<file path="src/rtl/lsu_initiator.sv">
// Load/store initiator for the MEM stage: one word-aligned req/ack access per
// pipeline request, with lane steering, load extension and fault/timeout detection.
module lsu_initiator #(
  parameter int DM_BYTES = 4096,
  parameter int TIMEOUT  = 16
) (
  input  logic        clk,
  input  logic        reset,
  input  logic        ls_valid,
  input  logic        ls_write,
  input  logic [1:0]  ls_size,
  input  logic        ls_signed,
  input  logic [31:0] ls_addr,
  input  logic [31:0] ls_wdata,
  input  logic [31:0] ls_pc,
  output logic        ls_busy,
  output logic        ls_done,
  output logic [31:0] ls_rdata,
  output logic        ls_exc,
  output logic [1:0]  ls_exc_code,
  output logic [31:0] ls_bad_addr,
  output logic        mem_req,
  output logic        mem_we,
  output logic [31:0] mem_addr,
  output logic [3:0]  mem_be,
  output logic [31:0] mem_wdata,
  output logic [31:0] mem_pc,
  input  logic [31:0] mem_rdata,
  input  logic        mem_ack
);

  typedef enum logic [1:0] {IDLE, REQ, RESP} state_t;

  localparam int            CW         = (TIMEOUT > 2) ? $clog2(TIMEOUT) : 1;
  localparam logic [CW-1:0] CNT_LAST   = CW'(TIMEOUT - 1);
  localparam logic [31:0]   ADDR_LIMIT = 32'(DM_BYTES);

  state_t        state;
  logic [CW-1:0] cnt;
  logic [1:0]    size_r;
  logic [1:0]    off_r;
  logic          sgn_r;

  logic          misaligned;
  logic          out_of_range;
  logic [3:0]    be_in;
  logic [31:0]   wdata_in;
  logic [31:0]   lane;
  logic [31:0]   load_val;

  assign ls_busy = (state != IDLE);

  assign misaligned   = (ls_size == 2'b11) ||
                        (ls_size == 2'b01 && ls_addr[0]) ||
                        (ls_size == 2'b10 && ls_addr[1:0] != 2'b00);
  assign out_of_range = (ls_addr >= ADDR_LIMIT);

  always_comb begin
    be_in    = 4'b1111;
    wdata_in = ls_wdata;
    case (ls_size)
      2'b00: begin
        be_in    = 4'b0001 << ls_addr[1:0];
        wdata_in = {4{ls_wdata[7:0]}};
      end
      2'b01: begin
        be_in    = ls_addr[1] ? 4'b1100 : 4'b0011;
        wdata_in = {2{ls_wdata[15:0]}};
      end
      default: ;
    endcase
  end

  // Bring the addressed lane down to bit 0, then extend from its top bit.
  assign lane = mem_rdata >> {off_r, 3'b000};

  always_comb begin
    load_val = lane;
    case (size_r)
      2'b00:   load_val = {{24{sgn_r & lane[7]}}, lane[7:0]};
      2'b01:   load_val = {{16{sgn_r & lane[15]}}, lane[15:0]};
      default: ;
    endcase
  end

  always_ff @(posedge clk) begin
    if (reset) begin
      state       <= IDLE;
      cnt         <= '0;
      size_r      <= '0;
      off_r       <= '0;
      sgn_r       <= 1'b0;
      ls_done     <= 1'b0;
      ls_rdata    <= '0;
      ls_exc      <= 1'b0;
      ls_exc_code <= '0;
      ls_bad_addr <= '0;
      mem_req     <= 1'b0;
      mem_we      <= 1'b0;
      mem_addr    <= '0;
      mem_be      <= '0;
      mem_wdata   <= '0;
      mem_pc      <= '0;
    end else begin
      ls_done     <= 1'b0;
      ls_exc      <= 1'b0;
      ls_exc_code <= 2'b00;
      case (state)
        IDLE: begin
          if (ls_valid) begin
            size_r <= ls_size;
            off_r  <= ls_addr[1:0];
            sgn_r  <= ls_signed;
            if (misaligned || out_of_range) begin
              state       <= RESP;
              ls_done     <= 1'b1;
              ls_exc      <= 1'b1;
              ls_exc_code <= misaligned ? 2'b01 : 2'b10;
              ls_bad_addr <= ls_addr;
              ls_rdata    <= '0;
            end else begin
              state     <= REQ;
              cnt       <= '0;
              mem_req   <= 1'b1;
              mem_we    <= ls_write;
              mem_addr  <= {ls_addr[31:2], 2'b00};
              mem_be    <= be_in;
              mem_wdata <= wdata_in;
              mem_pc    <= ls_pc;
            end
          end
        end
        REQ: begin
          // An ack on the last permitted cycle takes precedence over the timeout.
          if (mem_ack) begin
            state    <= RESP;
            mem_req  <= 1'b0;
            ls_done  <= 1'b1;
            ls_rdata <= mem_we ? 32'd0 : load_val;
          end else if (cnt == CNT_LAST) begin
            state       <= RESP;
            mem_req     <= 1'b0;
            ls_done     <= 1'b1;
            ls_exc      <= 1'b1;
            ls_exc_code <= 2'b11;
            ls_bad_addr <= {mem_addr[31:2], off_r};
            ls_rdata    <= '0;
          end else begin
            cnt <= cnt + CW'(1);
          end
        end
        RESP: state <= IDLE;
        default: state <= IDLE;
      endcase
    end
  end

endmodule

</file>
<file path="config.mk">
export PLATFORM = sky130hd
export DESIGN_NAME = lsu_initiator
export DESIGN_NICKNAME = d
export VERILOG_FILES = /design/src/rtl/lsu_initiator.sv
export SDC_FILE = /design/constraint.sdc
export NUM_CORES = 1
export LEC_CHECK = 0
export ABC_AREA = 1
export CORE_ASPECT_RATIO = 0.7
export CORE_MARGIN = 1.5
export CORE_UTILIZATION = 43
export CTS_CLUSTER_DIAMETER = 200
export CTS_CLUSTER_SIZE = 24
export DETAILED_ROUTE_END_ITERATION = 12
export PLACE_DENSITY_LB_ADDON = 0.05
export REMOVE_ABC_BUFFERS = 1
export SYNTH_ARGS = -nofsm -noshare
export SYNTH_HDL_FRONTEND = slang
export SYNTH_SLANG_ARGS = --single-unit
</file>
<file path="constraint.sdc">
create_clock -name clk -period 2.1 [get_ports clk]
set_input_delay 0.63 -clock clk [delete_from_list [all_inputs] [get_ports clk]]
set_output_delay 0.63 -clock clk [all_outputs]
set_load 0.005 [all_outputs]
</file>
# == Yosys cells after proc, flatten, opt, wreduce, memory -nomap -nowiden ==
# Index checks and enable logic that the tools add are counted.
# Widths: inputs -> output; s select.
# totals
output_inout_bits,171
inputBits,136
regBits,179
elab_cells,97
# op_classes
n_shift,2
reduce_logical,18
mux,43
add_sub_neg,1
n_bitwise,3
eq_ne,13
n_lt_le_gt_ge,1
# ops
cell,count
$mux 32,9
$pmux 32 s2,4
$ge 32x13->1 const B,1
$shr 32x5->32,1
$mux 4,5
$mux 2,9
$pmux 4 s2,2
$ne 2x2->1 const B,6
$reduce_and 5->1,2
$mux 1,9
$pmux 2 s2,2
$reduce_and 4->1,2
$eq 2x1->1 const B,3
$logic_not 2->1,3
$pmux 1 s2,3
$reduce_bool 2->1,3
$add 4x1->4 const B,1
$eq 2x2->1 const B,2
$eq 4x4->1 const B,1
$reduce_and 2->1,2
$shl 1x2->4 const A,1
$logic_or 1x1->1,3
$ne 3x3->1 const B,1
$reduce_and 3->1,1
3 further kinds,5

# == Longest topological paths before layout ==
# logic_depth
word_depth,8
ltp_mapped,11
ltp_nobuf,11

# == Least setup slack after synthesis ==
# OpenSTA, ideal clock, no wires.
# synth_path
path_kind,input-to-reg
start,input ls_addr[22]
end,register mem_pc[10]
path_slack_ns,0.361
n_path_buf,1
setup_ns,0.116
path_stages,9
t_arrival_ns,1.623
required_ns,1.984
cell_sequence,nor2_1 -> nand2_1 -> nor2_1 -> nand2_1 -> nor2_1 -> nand3_1 -> clkbuf_1 -> nor2_1 -> nor2_1
# synth_via
elab_chain_len,4
# synth_rtl
item,line,source
start: declaration,13,"input logic [31:0] ls_addr,"
$ge 32x13->1,56,assign out_of_range = (ls_addr >= ADDR_LIMIT);
$logic_or 1x1->1,114,if (misaligned || out_of_range) begin
$not 1->1 (no source line),n/a,
$reduce_and 3->1 (no source line),n/a,
end signal: assignment,129,mem_pc <= ls_pc;
end: declaration,27,"output logic [31:0] mem_pc,"
# No other way between the ends.
# A chain may end at the register's enable or synchronous reset.

# == Final worst setup path ==
# layout_path
start,register mem_we
end,output mem_we
# layout_lines
item,line,source
start: declaration,23,"output logic mem_we,"
start signal: assignment,125,mem_we <= ls_write;
# No word-level cell between the ends.

==> results_dict.tcl <==
set metrics [dict create \
    finalSetupViolations 0 \
    r2r_slack_ps 380 \
    fmax_mhz 499 \
    synth_top_area_frac 0.448 \
    ys_top_cells_by_area "dfxtp_1 45%, nand2_1 11%, nor2_1 8.3%" \
    synth_ff_type "dfxtp_1" \
    netlist_instances 1131 \
    vias 8294 \
    avgSynthCellArea_um2 7.08 \
    routed_wl_um 25200 \
    crit-reg2reg-capture "ls_rdata[17]" \
    synthMuxAreaShare 0.0188 \
    worst_slack_ps 94.9 \
    cts_buffers 17 \
    synth-seq-cells 179 \
    drc_errors 0 \
    pwr-share-seq 0.445 \
    fp.coreArea_um2 18100 \
    syn2layout_area_growth_pct 51.7 \
    wl_per_cell_um 15.0 \
    grt_usage 0.252 \
    p_leak_nw 5.21 \
    place_ws_ps -415 \
    cts_max_level 4 \
    ir_drop_mv 0.491 \
    required_ps 1470 \
    vias_per_cell 4.94 \
    nNetsFinal 1568 \
    die_w_um 166 \
    top_layer "met4" \
    synth_cell_type_count 34 \
    crit_path_cell_trace "clkdlybuf4s50_1" \
    netlist_area_um2 8000 \
    max-clock-path-buffers 2 \
    synthArstFlopShare 0 \
    first_global_vias 7551 \
    hold_viol 0 \
    antenna_found_initial 0 \
    status "finished, final reports clean" \
    p_int_mw 5.73 \
    io_buffer_count 304 \
    die_area_um2 19500 \
    firstDrtPassIters 5 \
    grt_overflow 0 \
    drv_cap 0 \
    synth_edf_count 0 \
    p_switching_mw 2.13 \
    hp-start "mem_addr[7]" \
    clkPwrFrac 0.414 \
    tritoncts "yes" \
    grt_pass1_wl_um 39100 \
    arrival_ps 1380 \
    endpoint_kind "output port" \
    postLayoutCellArea_um2 12100 \
    finClkSkew_ps 9.94 \
    worst_pin_slew_ps 697 \
    synth_top_family_by_area "simple AND/OR/NAND/NOR gates" \
    worst-path-buf-inv 1 \
    critPathMaxStageDelay_ps 560 \
    slew_headroom 0.533 \
    num-fill-cells 1609 \
    reg2reg_from "off_r[1]" \
    synth_xor_area_frac 0.00109 \
    critPathKind "reg2out" \
    path_max_fanout 3 \
    clkSinkCount 179 \
    p_sw_frac 0.271 \
    setup.worst_path.start "mem_we" \
    p_per_area_nw_per_um2 647 \
    slowest_stage "clkdlybuf4s50_1" \
    path_clk_slew_ps 80 \
    synth_adder_area_share 0.00156 \
    insertion_delay_ps 430 \
    cts-root-buf "clkbuf_16" \
    die_y_um 117 \
    drive_gt1_frac 0.0914 \
    fin_crit_ps 2010 \
    io_pins 307 \
    slew_viol_final 0 \
    synth_area_leader_cell "dfxtp_1" \
    yosysSeqAreaShare 0.448 \
    rows 41 \
    startpoint_type "flop" \
    wl_met2_um 11400 \
    hold_path.class "reg2reg" \
    critPathTopFamily "buffers and inverters" \
    hold_depth 2 \
    rsz0062_at_grt "no" \
    synth_compound_area_frac 0.153 \
    drt-initial-drc-count 719 \
    ant_nets 0 \
    wl_met3_um 2100 \
    place_area_um2 11500 \
    start_util 0.442 \
    antennaDiodeCount 0 \
    fin_crit_sh 0.955 \
    ys_warn_count 0 \
    synth-simple-area-share 0.280 \
    grt_max_degree 59 \
    dp_hpwl_um 17200 \
    hold_end "mem_addr[7]" \
    power_mw 7.86 \
    gp_congestion 0.816 \
    met1Wirelength_um 11200 \
    pwr-share-comb 0.141 \
    ff2ff_path_depth 7 \
]
synthesized netlist by cell type (2+ instances only):
library cell,number
nand3_4,2
o211ai_1,4
nor2_4,2
a21oi_2,10
o21ai_1,3
nor2_2,2
buf_1,5
nor2_1,176
a221oi_1,8
dfxtp_1,179
mux2i_1,15
buf_2,35
nand3_2,11
buf_6,3
buf_4,6
a21oi_1,81
clkbuf_1,28
or2_1,2
inv_1,97
nand2_1,234
nand3_1,91
o21ai_0,121
inv_2,5
repair_timing:
| action | 4_1_cts | 5_1_grt |
|---|---|---|
| gates resized for setup | 1 | 8 |
| buffers inserted | 1 | 0 |
| endpoints found under the hold margin | 0 | 0 |
| hold buffers | 0 | 0 |
| endpoints found under the setup margin | 1 | 113 |
| pin swaps | 1 | 3 |
sequential cells by signal, summed over array words and instances, names as in the netlist, 4 cells and up:
name,count
ls_bad_addr,32
ls_rdata,32
mem_pc,32
mem_wdata,32
mem_addr,30
cnt,4
mem_be,4
area by class of cell:
| class | instances | area [um^2] | share of cell area |
|---|---|---|---|
| clock inverters | 15 | 163 | 0.0134 |
| multi-input cells | 773 | 3670 | 0.302 |
| clock buffers | 17 | 425 | 0.0350 |
| well taps | 236 | 295 | 0.0243 |
| flip-flops and latches | 179 | 3590 | 0.295 |
| inverters | 102 | 385 | 0.0317 |
| repair buffers | 358 | 3620 | 0.298 |
cells by family (layout without fill, tap and decap cells):
kind of cell,after synthesis,in the layout
simple gates,526,526
compound gates,228,228
buf+inv,180,492
flops,179,179
mux,15,15
fa+ha+maj,1,1
other cells,1,2
xor+xnor,1,1
power by group through the flow:
stage | Sequential (mW) | Combinational, mW | Clock, mW
global route | 3.51 | 1.21 | 3.46
floorplan | 3.60 | 0.427 | 0
CTS | 3.50 | 1.10 | 3.31
finish | 3.50 | 1.10 | 3.26
detailed placement | 3.58 | 1.09 | 0
global placement | 3.57 | 1.09 | 0
worst max-delay path by stage:
stage,to,slack (ps),cells past startpoint
6_report,mem_we,90,1
5_1_grt,cnt[0],1,11
4_1_cts,ls_busy,8,3
3_5_place_dp,mem_wdata[15],-410,11
3_3_place_gp,mem_wdata[13],-410,11
2_1_floorplan,mem_addr[10],-630,3
layout by cell type, fill, tap and decap left out, types with 17 or more instances in the layout:
cell	count
a21oi_1	81
buf_4	40
clkbuf_16	17
clkdlybuf4s50_1	302
dfxtp_1	177
inv_1	96
nand2_1	234
nand3_1	89
nor2_1	171
o21ai_0	121
per-layer routing:
metal,global-route usage,vias to the layer above
met5,0,-
met4,0.0829,0
met1,0.323,3758
met2,0.396,270
met3,0.0918,33
li1,-,4233
metrics by stage:
step           utilization  hold WS, ps  std cells  TNS, ps
2_1_floorplan            -          443       1054   -83760
3_3_place_gp         0.636          434       1647   -53110
3_5_place_dp         0.636          454       1647   -50390
4_1_cts              0.669          466       1680        0
5_1_grt              0.670          472       1680        0
6_report             0.670          463       1680        0
No activity file was read; power rests on OpenSTA's default activity.
==> RTL change, RTL diff (same settings) <==
Re-encode `state_t` (3 states) as one-hot, 3 bits wide.
--- a/src/rtl/lsu_initiator.sv
+++ b/src/rtl/lsu_initiator.sv
@@ -31,3 +31,3 @@
 
-  typedef enum logic [1:0] {IDLE, REQ, RESP} state_t;
+  typedef enum logic [2:0] {IDLE = 3'b001, REQ = 3'b010, RESP = 3'b100} state_t;
 
Function: same outputs for any inputs over 4 cycles, from zero or initial values and one cycle with reset high; so few cycles prove little.
==> RTL change against the original RTL <==
  * Sequential cell count up 1
  * Wire length up 4.1%
  * Critical endpoint is now mem_wdata[9]$_SDFFE_PP0P_
  * Total power up 7.3%
  * Worst setup slack worse by 33 ps
  * Synthesized area down 0.81%
  * Final area up 2.6%
  * Non-clock buffer count up 27
  * Core utilization up 1.9 points
==> RTL change: results (changes against the original RTL) <==
metric,value,unit,change
status,"finished, final reports clean",,
whs,454,ps,-9.08 ps
yosysSeqAreaShare,45.4,%,+0.62 points
relSlewSlack,57.7,%,+4.3 points
synth.area.top_cells,"dfxtp_1, nand2_1, nor2_1, o21ai_0, nand3_1",,
hpwl,18.2,mm,+5.8%
final_cell_count_no_fill,1712,,+1.9%
worstHoldStart,mem_req$_SDFFE_PP0P_,,
peakVddDrop,0.000488,V,-0.69%
switchingPower,2.23,mW,+4.8%
p_leak,5.38,nW,+3.2%
wl_per_cell,15.3,um,+2.2%
crit_arrival,2400,ps,+1020 ps
syn-instance-count,1139,,+0.71%
layout.nets,1602,,+2.2%
grt_pass1_wl,40.6,mm,+3.9%
grt_pass1_vias,8017,,+6.2%
r2r_setup_slack,190,ps,-190 ps
numPortBuffers,304,,unchanged
max_stage_delay,470,ps,-90 ps
reg2reg_depth,10,,+3
drtIter0Drc,598,,-17%
cp_max_fo,7,,+4
via_per_inst,5.03,,+1.8%
clock-skew-final,12.5,ps,+2.56 ps
place.gp.congestion,0.856,,+4.9%
synthTopCellsByCount,"nand2_1, dfxtp_1, nor2_1, o21ai_0, nand3_1",,
min_to,mem_req$_SDFFE_PP0P_,,
track_usage,26.8,%,+1.6 points
drive_above_1_share,9.55,%,+0.41 points
startpoint,ls_addr[0],,
r2r_start,off_r[0]$_SDFFE_PP0P_,,
grt_max_degree,87,,+47%
==> RTL change: worst max path at each step <==
stage	to	cells after the start	slack, ps
CTS	mem_wdata[21]$_SDFFE_PP0P_	11	20
global route	mem_wdata[2]$_SDFFE_PP0P_	11	8
global placement	mem_wdata[2]$_SDFFE_PP0P_	11	-460
finish	mem_wdata[9]$_SDFFE_PP0P_	12	60
floorplan	ls_bad_addr[0]$_SDFFE_PP0P_	9	-1160
detailed placement	mem_wdata[18]$_SDFFE_PP0P_	11	-490
==> RTL change: per-layer routing <==
layer,vias to the layer above,track usage [%],share of wire [%]
met3,44,7.53,8.4
met2,343,42.3,44
li1,4338,-,-
met1,3879,35.2,45
met4,0,9.29,2.5
met5,-,0,0
==> RTL change: layout make-up <==
type	count	area (sq um)
clock buffers	18	429
clock inverters	12	174
fillers	1560	5600
inverters	69	260
multi-input cells	812	3720
flip-flops and latches	180	3600
well taps	236	295
repair buffers	385	3980
==> RTL change: through the flow <==
stage          worst slack (ps)  TNS [ps]  cell area [sq um]  total power, mW
2_1_floorplan             -1160   -152160               7530             4.27
3_3_place_gp               -458    -54190              11600             5.15
3_5_place_dp               -491    -58510              11600             5.16
4_1_cts                    21.8         0              12300             8.48
5_1_grt                    8.01         0              12500             8.78
6_report                   62.2         0              12500             8.43
==> RTL change: power groups by stage <==
stage | Sequential (mW) | Combinational (mW) | Clock, mW
2_1_floorplan | 3.71 | 0.565 | 0
3_3_place_gp | 3.69 | 1.46 | 0
3_5_place_dp | 3.69 | 1.47 | 0
4_1_cts | 3.62 | 1.49 | 3.38
5_1_grt | 3.63 | 1.64 | 3.51
6_report | 3.62 | 1.49 | 3.32
==> RTL change: logic make-up (layout without fill, tap and decap cells) <==
family	Yosys count	count (layout)	synth area share (%)
simple gates	558	558	29.2
compound gates	246	246	16.1
flops	180	180	45.4
buf+inv	148	484	8.48
mux	4	4	0.504
fa+ha+maj	1	1	0.158
other cells	1	2	0.0472
xor+xnor	1	1	0.110
==> RTL change: what timing repair did <==
action                     4_1_cts  5_1_grt
cloned                           0        3
buffers inserted                 4        2
pin swaps                        1       26
setup endpoints to repair       17       62
resized for setup                6       35
==> RTL change: worst reg2reg max path, stage by stage, from the launching register on <==
cell,delay (ps)
dfxtp_1,600
clkinv_1,310
nand2_1,120
nand3_1,110
nand3_2,130
nand3_2,120
buf_4,180
nand3_1,60
nand2_1,70
nand2_1,60
nor2_1,40
